### src/rtl/mem_to_axi_bridge_pkg.sv
// System AXI types and widths shared between the memory-side masters and the
// system crossbar. The bridge and its order FIFO import this package.
package mem_to_axi_bridge_pkg;

    localparam int unsigned AxiAddrWidth     = 32;
    localparam int unsigned AxiDataWidth     = 128;
    localparam int unsigned AxiStrbWidth     = AxiDataWidth / 8;
    localparam int unsigned AxiSystemIdWidth = 6;
    localparam int unsigned AxiUserWidth     = 1;

    // Burst encodings (only INCR is ever issued by the bridge).
    localparam logic [1:0] BurstIncr = 2'b01;

    // Response encodings; bit 1 set marks SLVERR/DECERR.
    localparam logic [1:0] RespOkay   = 2'b00;
    localparam logic [1:0] RespExOkay = 2'b01;
    localparam logic [1:0] RespSlvErr = 2'b10;
    localparam logic [1:0] RespDecErr = 2'b11;

    typedef struct packed {
        logic [AxiSystemIdWidth-1:0] id;
        logic [AxiAddrWidth-1:0]     addr;
        logic [7:0]                  len;
        logic [2:0]                  size;
        logic [1:0]                  burst;
        logic                        lock;
        logic [3:0]                  cache;
        logic [2:0]                  prot;
        logic [3:0]                  qos;
        logic [3:0]                  region;
        logic [5:0]                  atop;
        logic [AxiUserWidth-1:0]     user;
    } axi_system_aw_chan_t;

    typedef struct packed {
        logic [AxiDataWidth-1:0] data;
        logic [AxiStrbWidth-1:0] strb;
        logic                    last;
        logic [AxiUserWidth-1:0] user;
    } axi_system_w_chan_t;

    typedef struct packed {
        logic [AxiSystemIdWidth-1:0] id;
        logic [1:0]                  resp;
        logic [AxiUserWidth-1:0]     user;
    } axi_system_b_chan_t;

    typedef struct packed {
        logic [AxiSystemIdWidth-1:0] id;
        logic [AxiAddrWidth-1:0]     addr;
        logic [7:0]                  len;
        logic [2:0]                  size;
        logic [1:0]                  burst;
        logic                        lock;
        logic [3:0]                  cache;
        logic [2:0]                  prot;
        logic [3:0]                  qos;
        logic [3:0]                  region;
        logic [AxiUserWidth-1:0]     user;
    } axi_system_ar_chan_t;

    typedef struct packed {
        logic [AxiSystemIdWidth-1:0] id;
        logic [AxiDataWidth-1:0]     data;
        logic [1:0]                  resp;
        logic                        last;
        logic [AxiUserWidth-1:0]     user;
    } axi_system_r_chan_t;

    typedef struct packed {
        axi_system_aw_chan_t aw;
        logic                aw_valid;
        axi_system_w_chan_t  w;
        logic                w_valid;
        logic                b_ready;
        axi_system_ar_chan_t ar;
        logic                ar_valid;
        logic                r_ready;
    } axi_system_req_t;

    typedef struct packed {
        logic               aw_ready;
        logic               ar_ready;
        logic               w_ready;
        logic               b_valid;
        axi_system_b_chan_t b;
        logic               r_valid;
        axi_system_r_chan_t r;
    } axi_system_resp_t;

    // True for SLVERR and DECERR.
    function automatic logic resp_is_err(input logic [1:0] resp);
        return resp[1];
    endfunction

endpackage

### src/rtl/mem_to_axi_bridge_order_fifo.sv
// Small FIFO remembering the kind (read/write) of every accepted request so
// that responses are retired in request order.
module mem_to_axi_bridge_order_fifo #(
    parameter int unsigned Depth = 4
) (
    input  logic clk_i,
    input  logic rst_ni,
    input  logic push_i,
    input  logic data_i,
    input  logic pop_i,
    output logic data_o,
    output logic full_o,
    output logic empty_o
);

    localparam int unsigned PtrWidth = (Depth > 1) ? $clog2(Depth) : 1;
    localparam int unsigned CntWidth = $clog2(Depth + 1);

    logic [Depth-1:0]    mem_q;
    logic [PtrWidth-1:0] rd_ptr_q;
    logic [PtrWidth-1:0] wr_ptr_q;
    logic [CntWidth-1:0] cnt_q;
    logic                push_ok;
    logic                pop_ok;

    function automatic logic [PtrWidth-1:0] ptr_inc(input logic [PtrWidth-1:0] ptr);
        return (ptr == PtrWidth'(Depth - 1)) ? '0 : ptr + PtrWidth'(1);
    endfunction

    assign full_o  = (cnt_q == CntWidth'(Depth));
    assign empty_o = (cnt_q == '0);
    assign push_ok = push_i & ~full_o;
    assign pop_ok  = pop_i & ~empty_o;
    assign data_o  = mem_q[rd_ptr_q];

    // Advance pointers and occupancy on push/pop.
    always_ff @(posedge clk_i or negedge rst_ni) begin
        // NOTE: sequential state uses <= so every register samples pre-edge values.
        if (!rst_ni) begin
            rd_ptr_q <= '0;
            wr_ptr_q <= '0;
            cnt_q    <= '0;
        end else begin
            if (push_ok) wr_ptr_q <= ptr_inc(wr_ptr_q);
            if (pop_ok)  rd_ptr_q <= ptr_inc(rd_ptr_q);
            case ({push_ok, pop_ok})
                2'b10:   cnt_q <= cnt_q + CntWidth'(1);
                2'b01:   cnt_q <= cnt_q - CntWidth'(1);
                default: cnt_q <= cnt_q;
            endcase
        end
    end

    // Store the request kind at the write pointer.
    always_ff @(posedge clk_i) begin
        // NOTE: storage is not reset; entries are only read while the count says they are valid.
        if (push_ok) mem_q[wr_ptr_q] <= data_i;
    end

endmodule

### src/rtl/mem_to_axi_bridge.sv
// Memory-port (req/gnt/rvalid) to AXI4 master bridge. Every request becomes a
// single-beat AXI transaction with ID 0; responses return in request order.
// Optional feature: define MEM_TO_AXI_ERR_EN to report SLVERR/DECERR on
// mem_err_o; otherwise mem_err_o is tied low.
module mem_to_axi_bridge
    import mem_to_axi_bridge_pkg::*;
#(
    parameter int unsigned AddrWidth      = AxiAddrWidth,
    parameter int unsigned DataWidth      = AxiDataWidth,
    parameter int unsigned IdWidth        = AxiSystemIdWidth,
    parameter int unsigned MaxOutstanding = 4,
    parameter type         axi_req_t      = axi_system_req_t,
    parameter type         axi_resp_t     = axi_system_resp_t
) (
    input  logic                   clk_i,
    input  logic                   rst_ni,
    input  logic                   mem_req_i,
    output logic                   mem_gnt_o,
    input  logic [AddrWidth-1:0]   mem_addr_i,
    input  logic                   mem_we_i,
    input  logic [DataWidth-1:0]   mem_wdata_i,
    input  logic [DataWidth/8-1:0] mem_strb_i,
    output logic                   mem_rvalid_o,
    output logic [DataWidth-1:0]   mem_rdata_o,
    output logic                   mem_err_o,
    output axi_req_t               axi_req_o,
    input  axi_resp_t              axi_resp_i,
    output logic                   busy_o
);

    localparam int unsigned CntWidth = $clog2(MaxOutstanding + 1);
    localparam logic [2:0]  AxSize   = 3'($clog2(DataWidth / 8));

    logic                   ar_pend_q;
    logic                   aw_pend_q;
    logic                   w_pend_q;
    logic [AddrWidth-1:0]   ar_addr_q;
    logic [AddrWidth-1:0]   aw_addr_q;
    logic [DataWidth-1:0]   w_data_q;
    logic [DataWidth/8-1:0] w_strb_q;
    logic [CntWidth-1:0]    count_q;

    logic fifo_full;
    logic fifo_empty;
    logic fifo_head;
    logic accept;
    logic r_ready;
    logic b_ready;
    logic r_hs;
    logic b_hs;
    logic retire;
    logic unused_resp;

    // A new request waits until every AXI request channel is idle and a slot is free.
    assign mem_gnt_o = mem_req_i & ~ar_pend_q & ~aw_pend_q & ~w_pend_q
                     & (count_q < CntWidth'(MaxOutstanding)) & ~fifo_full;
    assign accept    = mem_req_i & mem_gnt_o;

    // Only the response channel matching the oldest outstanding request is readied.
    assign r_ready = ~fifo_empty & ~fifo_head;
    assign b_ready = ~fifo_empty & fifo_head;
    assign r_hs    = axi_resp_i.r_valid & r_ready;
    assign b_hs    = axi_resp_i.b_valid & b_ready;
    assign retire  = r_hs | b_hs;

    mem_to_axi_bridge_order_fifo #(
        .Depth (MaxOutstanding)
    ) i_order_fifo (
        .clk_i   (clk_i),
        .rst_ni  (rst_ni),
        .push_i  (accept),
        .data_i  (mem_we_i),
        .pop_i   (retire),
        .data_o  (fifo_head),
        .full_o  (fifo_full),
        .empty_o (fifo_empty)
    );

    // Capture the read address on accept; hold AR valid until the slave takes it.
    always_ff @(posedge clk_i or negedge rst_ni) begin
        if (!rst_ni) begin
            ar_pend_q <= 1'b0;
            ar_addr_q <= '0;
        end else if (accept && !mem_we_i) begin
            ar_pend_q <= 1'b1;
            ar_addr_q <= mem_addr_i;
        end else if (axi_resp_i.ar_ready) begin
            ar_pend_q <= 1'b0;
        end
    end

    // Capture the write address and beat; AW and W retire on their own handshakes.
    always_ff @(posedge clk_i or negedge rst_ni) begin
        if (!rst_ni) begin
            aw_pend_q <= 1'b0;
            w_pend_q  <= 1'b0;
            aw_addr_q <= '0;
            w_data_q  <= '0;
            w_strb_q  <= '0;
        end else if (accept && mem_we_i) begin
            aw_pend_q <= 1'b1;
            w_pend_q  <= 1'b1;
            aw_addr_q <= mem_addr_i;
            w_data_q  <= mem_wdata_i;
            w_strb_q  <= mem_strb_i;
        end else begin
            if (axi_resp_i.aw_ready) aw_pend_q <= 1'b0;
            if (axi_resp_i.w_ready)  w_pend_q  <= 1'b0;
        end
    end

    // Outstanding count: +1 on accept, -1 on retire, unchanged when both happen.
    always_ff @(posedge clk_i or negedge rst_ni) begin
        if (!rst_ni) begin
            count_q <= '0;
        end else begin
            case ({accept, retire})
                2'b10:   count_q <= count_q + CntWidth'(1);
                2'b01:   count_q <= count_q - CntWidth'(1);
                default: count_q <= count_q;
            endcase
        end
    end

    // Assemble the AXI request from the registered channel state.
    always_comb begin
        // NOTE: default the whole struct first so no field can infer a latch.
        axi_req_o           = '0;
        axi_req_o.ar_valid  = ar_pend_q;
        axi_req_o.ar.addr   = ar_addr_q;
        axi_req_o.ar.size   = AxSize;
        axi_req_o.ar.burst  = BurstIncr;
        axi_req_o.aw_valid  = aw_pend_q;
        axi_req_o.aw.addr   = aw_addr_q;
        axi_req_o.aw.size   = AxSize;
        axi_req_o.aw.burst  = BurstIncr;
        axi_req_o.w_valid   = w_pend_q;
        axi_req_o.w.data    = w_data_q;
        axi_req_o.w.strb    = w_strb_q;
        axi_req_o.w.last    = 1'b1;
        axi_req_o.r_ready   = r_ready;
        axi_req_o.b_ready   = b_ready;
    end

    assign mem_rvalid_o = retire;
    assign mem_rdata_o  = r_hs ? axi_resp_i.r.data : '0;
    assign busy_o       = (count_q != '0) | ar_pend_q | aw_pend_q | w_pend_q;

`ifdef MEM_TO_AXI_ERR_EN
    assign mem_err_o   = (r_hs & resp_is_err(axi_resp_i.r.resp))
                       | (b_hs & resp_is_err(axi_resp_i.b.resp));
    assign unused_resp = ^{axi_resp_i.r.id, axi_resp_i.r.last, axi_resp_i.r.user,
                           axi_resp_i.b.id, axi_resp_i.b.user};
`else
    assign mem_err_o   = 1'b0;
    assign unused_resp = ^{axi_resp_i.r.id, axi_resp_i.r.last, axi_resp_i.r.user,
                           axi_resp_i.r.resp, axi_resp_i.b.id, axi_resp_i.b.user,
                           axi_resp_i.b.resp};
`endif

`ifndef SYNTHESIS
    // A slave answering with nothing outstanding is a protocol violation.
    assert property (@(posedge clk_i) disable iff (!rst_ni)
        fifo_empty |-> !(axi_resp_i.r_valid || axi_resp_i.b_valid));

    // The outstanding count stays within its bound.
    assert property (@(posedge clk_i) disable iff (!rst_ni)
        count_q <= CntWidth'(MaxOutstanding));
`endif

endmodule
### config.mk
export PLATFORM = sky130hd
export DESIGN_NAME = mem_to_axi_bridge
export DESIGN_NICKNAME = d
export VERILOG_FILES = /design/src/rtl/mem_to_axi_bridge_pkg.sv /design/src/rtl/mem_to_axi_bridge_order_fifo.sv /design/src/rtl/mem_to_axi_bridge.sv
export SDC_FILE = /design/constraint.sdc
export NUM_CORES = 1
export LEC_CHECK = 0
export CORE_AREA = 10 10 286 288
export DETAILED_ROUTE_END_ITERATION = 10
export DIE_AREA = 0 0 296 298
export DONT_BUFFER_PORTS = 1
export REMOVE_ABC_BUFFERS = 1
export SYNTH_ARGS = -nofsm -noshare
export SYNTH_HDL_FRONTEND = slang
export SYNTH_HIERARCHICAL = 1
export SYNTH_SLANG_ARGS = --single-unit
### constraint.sdc
create_clock -name clk_i -period 8.7 [get_ports clk_i]
set_clock_uncertainty 0.1 [all_clocks]
set_input_delay 1.74 -clock clk_i [delete_from_list [all_inputs] [get_ports clk_i]]
set_output_delay 1.74 -clock clk_i [all_outputs]
set_load 0.02 [all_outputs]
Word level (Yosys, flattened, before mapping)
Index checks and enable logic that the tools add are counted.
{"block": "totals", "ff_bits": 225, "wordCells": 78}
{"block": "op_classes", "addsub": 6, "n_lt_le_gt_ge": 4, "n_eq_ne": 7, "n_mux": 16, "bitwise_logic": 22, "reduce_logical": 11}
{"op": "$mux 128", "n": 1}
{"op": "$and 1x1->1", "n": 12}
{"op": "$pmux 3 s2", "n": 2}
{"op": "$reduce_bool 2->1", "n": 5}
{"op": "$eq 2x2->1 const B", "n": 4}
{"op": "$mux 1", "n": 8}
{"op": "$add 3x1->3 const B", "n": 2}
{"op": "$lt 2x3->1 const B", "n": 2}
{"op": "$not 1->1", "n": 6}
{"op": "$sub 3x1->3 const B", "n": 2}
{"op": "$add 2x1->2 const B", "n": 2}
{"op": "$bwmux 4", "n": 1}
{"op": "$eq 2x1->1 const B", "n": 2}
{"op": "$mux 2", "n": 2}
{"op": "$or 1x1->1", "n": 4}
{"op": "$eq 3x3->1 const B", "n": 1}
{"op": "$logic_and 1x1->1", "n": 3}
{"op": "$logic_not 3->1", "n": 1}
{"op": "$lt 3x3->1 const B", "n": 1}
{"op": "$reduce_bool 3->1", "n": 1}
{"op": "$bmux 1 s2", "n": 1}
{"op": "$demux 1 s2", "n": 1}
{"op": "$ge 2x1->1 const B", "n": 1}
{"op": "$logic_not 1->1", "n": 1}

Longest topological paths before layout
{"block": "depth", "depth_word": 10, "mapped_depth": 13, "mapped_depth_nobuf": 12}

By module
Netlist, hierarchy kept.
{"mod": "mem_to_axi_bridge", "instances": 1, "cells_per_inst": 717, "area_each_um2": 9630.5, "seq_area_each_um2": 5355.1}
{"mod": "mem_to_axi_bridge_order_fifo", "instances": 1, "cells_per_inst": 45, "area_each_um2": 629.4, "seq_area_each_um2": 295.3}

Least setup slack after synthesis
OpenSTA, ideal clock, no wires.
{"block": "synth_timing", "path_kind": "input port to output port", "start": "input axi_resp_i[138] (netlist name)", "end": "output mem_rdata_o[100]", "t_arrival_ns": 2.479, "required_time_ns": 6.860, "path_slack_ns": 4.381, "path_stages": 3, "n_path_buf": 2, "path_cell_list": "clkbuf_1 > clkbuf_1 > and3_1"}
{"block": "synth_via", "elab_chain_len": 2}
{"item": "start, declared", "line_no": "mem_to_axi_bridge.sv:27", "rtl": "input axi_resp_t axi_resp_i,"}
{"item": "$and 1x1->1", "line_no": "mem_to_axi_bridge.sv:62", "rtl": "assign r_hs = axi_resp_i.r_valid & r_ready;"}
{"item": "$mux 128", "line_no": "mem_to_axi_bridge.sv:146", "rtl": "assign mem_rdata_o = r_hs ? axi_resp_i.r.data : '0;"}
{"item": "end, declared", "line_no": "mem_to_axi_bridge.sv:24", "rtl": "output logic [DataWidth-1:0] mem_rdata_o,"}
Every way passes these cells.

==> results.sh <==
export IMPL_synth_top_cell_area_share_pct=53.90
export IMPL_finalSetupViolations=0
export IMPL_drive_gt1_share_pct=36.28
export IMPL_criticalPathCategory="flop to output pin"
export IMPL_viasPerCell=3.456
export IMPL_final_antenna_net_count=0
export IMPL_post_cts_buffers=0
export IMPL_hold_viol=0
export IMPL_clock_sinks=225
export IMPL_synth_top_cell_by_area="dfrtp_1"
export IMPL_syn_avg_cell_area_um2=13.46
export IMPL_intPower_mw=2.904
export IMPL_finalSetupTns_ps=0
export IMPL_clockPowerShare_pct=22.1
export IMPL_p_switching_mw=2.359
export IMPL_p_per_area_mw_per_mm2=438.4
export IMPL_path_max_fanout=106
export IMPL_hp_class="flop to flop"
export IMPL_combPwrFrac_pct=27.3
export IMPL_grt_pass1_vias=6734
export IMPL_cts_root_buf="clkbuf_16"
export IMPL_worst_slew_pin_slew_ps=1150
export IMPL_die_h_um=298
export IMPL_crit_start="i_order_fifo/rd_ptr_q[0]"
export IMPL_cpPeakStageDelay_ps=740
export IMPL_rsz0062_at_grt="no"
export IMPL_drv_cap=0
export IMPL_required_ps=6860
export IMPL_grt_use_met1_pct=9.854
export IMPL_dpl_cell_count=1687
export IMPL_path_cells="mux4_2 -> nor2_4 -> buf_4 -> and3_1"
export IMPL_final_area_mm2=0.01200
export IMPL_reg2reg_depth=12
export IMPL_grt_busiest_layer="met2"
export IMPL_r2r_slack_ps=5160
export IMPL_finalNonFillerCells=1804
export IMPL_cts_resized=0
export IMPL_grt_max_degree=222
export IMPL_use_met2_pct=20.29
export IMPL_placed_area_mm2=0.01089
export IMPL_slew_headroom_pct=23.13
export IMPL_synthCells=762
export IMPL_num_rows=101
export IMPL_cp_top_family="simple AND/OR/NAND/NOR gates"
export IMPL_coreArea_mm2=0.07570
export IMPL_drc=0
export IMPL_vias=6234
export IMPL_grt_use_total_pct=11.68
export IMPL_worstPathArrival_ps=3520
export IMPL_fin_nets=1079
export IMPL_clk_pin_slew_ps=60
export IMPL_finalCritPeriodShare_pct=61.63
export IMPL_cts_made_buffers=27
export IMPL_antenna_found_initial=78
export IMPL_reg2reg_from="i_order_fifo/rd_ptr_q[0]"
export IMPL_yosysUniqueCellTypes=33
export IMPL_gr_total_overflow=0
export IMPL_firstDrtPassIters=4
export IMPL_syn_to_final_growth_pct=17.00
export IMPL_crit_cells=4
export IMPL_ios=757
export IMPL_final_util_pct=15.86
export IMPL_end_kind="output pin"
export IMPL_ys_seq_area_share_pct=55.07
export IMPL_cts_tree="done"
export IMPL_clockBufferDepth=3
export IMPL_swShare_pct=44.82
export IMPL_critPathSlowestCell="buf_4"
export IMPL_wl_per_cell_um=30.91
export IMPL_syn_area_mm2=0.01026
export IMPL_dp_hpwl_um=47680
export IMPL_ir_drop_v=0.0001993
export IMPL_r2r_end="i_order_fifo/cnt_q[2]"
export IMPL_routed_wl_um=55770
export IMPL_maxSlewViolCount=0
export IMPL_clock_fmax_mhz=186.5
export IMPL_port_buffers=0
export IMPL_worstSkewPairLatency_ps=570
export IMPL_grt_pass1_wl_um=69610
export IMPL_startpoint_type="flop"
export IMPL_min_period_ps=5362
export IMPL_finalPower_mw=5.263
export IMPL_drt_first_iter_violations=310
export IMPL_ctsHtreeMaxLevel=1
export IMPL_outcome="completed"
export IMPL_worst_path_buf_inv=1
export IMPL_p_seq_share_pct=50.6
export IMPL_ys_warn_count=6
export IMPL_use_met3_pct=8.293
export IMPL_leakage_nw=5.343
export IMPL_die_width_um=296
export IMPL_start_util_pct=13.55
export IMPL_endpoint="mem_rdata_o[121]"
export IMPL_synth_area_leaders="dfrtp_1 (54%), mux2_2 (23%), and3_1 (7.8%)"
export IMPL_cts_hold_buf=0
export IMPL_synth_seq_cells=225
export IMPL_die_area_mm2=0.08821
export IMPL_gp_congestion=0.8685
## layout make-up
cell class                 count  area (µm²)
sequential                   225        5650
multi-input combinational    465        3934
fill                        8298       63690
clock buffer                  40       834.6
antenna                       68       170.2
timing repair buffer           4       30.03
clock inverter                 9       105.1
tap                          978        1224
inverter                      15       56.30
## how the worst min path moves through the flow
stage	start	end	slack, ps	depth (start not counted)
after global placement	count_q[0]	count_q[0]	360	1
after detailed placement	count_q[0]	count_q[0]	380	1
after floorplan	count_q[0]	count_q[0]	350	1
after global routing	count_q[0]	count_q[0]	410	1
final	count_q[0]	count_q[0]	390	1
after CTS	count_q[0]	count_q[0]	390	1
## power by group through the flow
stage | Clock, mW | Sequential, mW | Combinational (mW)
after floorplan | 0 | 2.47 | 1.16
after global placement | 0 | 2.69 | 1.40
after detailed placement | 0 | 2.69 | 1.46
after CTS | 1.21 | 2.69 | 1.46
after global routing | 1.25 | 2.74 | 1.55
final | 1.16 | 2.66 | 1.44
## state kept, by name, summed over array words and instances (netlist names), 2 cells and up
name / count
ar_addr_q: 32
aw_addr_q: 32
count_q: 3
i_order_fifo/cnt_q: 3
i_order_fifo/mem_q: 4
i_order_fifo/rd_ptr_q: 2
i_order_fifo/wr_ptr_q: 2
w_data_q: 128
w_strb_q: 16
## cell usage in the layout (no fill, tap or decap), types with 7 or more instances in the layout
cell	Yosys	layout
and3_1	128	128
clkbuf_16	0	27
mux2_2	209	209
clkbuf_8	0	11
ha_1	7	7
diode_2	0	68
inv_1	15	15
dfrtp_1	221	221
conb_1	2	81
## cells by family (layout without fill, tap and decap cells)
family	count (synthesis)	after routing	share of synthesized area, %
flip-flops	225	225	55.07
multiplexers	214	214	23.70
buffers and inverters	151	68	9.622
AND/OR/NAND/NOR	150	150	9.512
adder cells (fa/ha/maj)	9	9	1.244
XOR/XNOR	6	6	0.5122
AO/OA/AOI/OAI	5	5	0.2683
other	2	149	0.07320
## synth_stat cells (all sizes together)
master	n
o21ai	4
fa	2
and2	5
nor4	1
nand2b	1
nor2b	3
clkbuf	29
inv	15
mux2	212
buf	107
ha	7
nand3b	1
nor3	1
conb	2
xor2	4
and3	128
nand3	2
nor3b	1
xnor2	2
nor2	5
a21o	1
mux2i	1
nand2	2
mux4	1
edfxtp	4
dfrtp	221
## metrics by stage
step | setup WS, ps | hold slack (ps)
final | 3338 | 388.9
after global routing | 3133 | 405.8
after CTS | 3327 | 392.7
after detailed placement | 3961 | 380.2
after global placement | 4016 | 363.6
after floorplan | 2523 | 346.5
## routing by layer
metal,up-vias,wire (µm)
met1,3064,15510
met2,538,26900
met4,18,3174
met5,-,120
li1,2513,-
met3,101,10060
## worst reg2reg max path: cells and delay by family, from the launching register on
kind,cells,cell delay [ps]
xor+xnor,2,310
flops,1,420
mux,1,560
fa+ha+maj,2,620
simple gates,4,920
compound gates,1,370
buf+inv,2,160
Note: power is estimated with default switching activity, not from simulation.
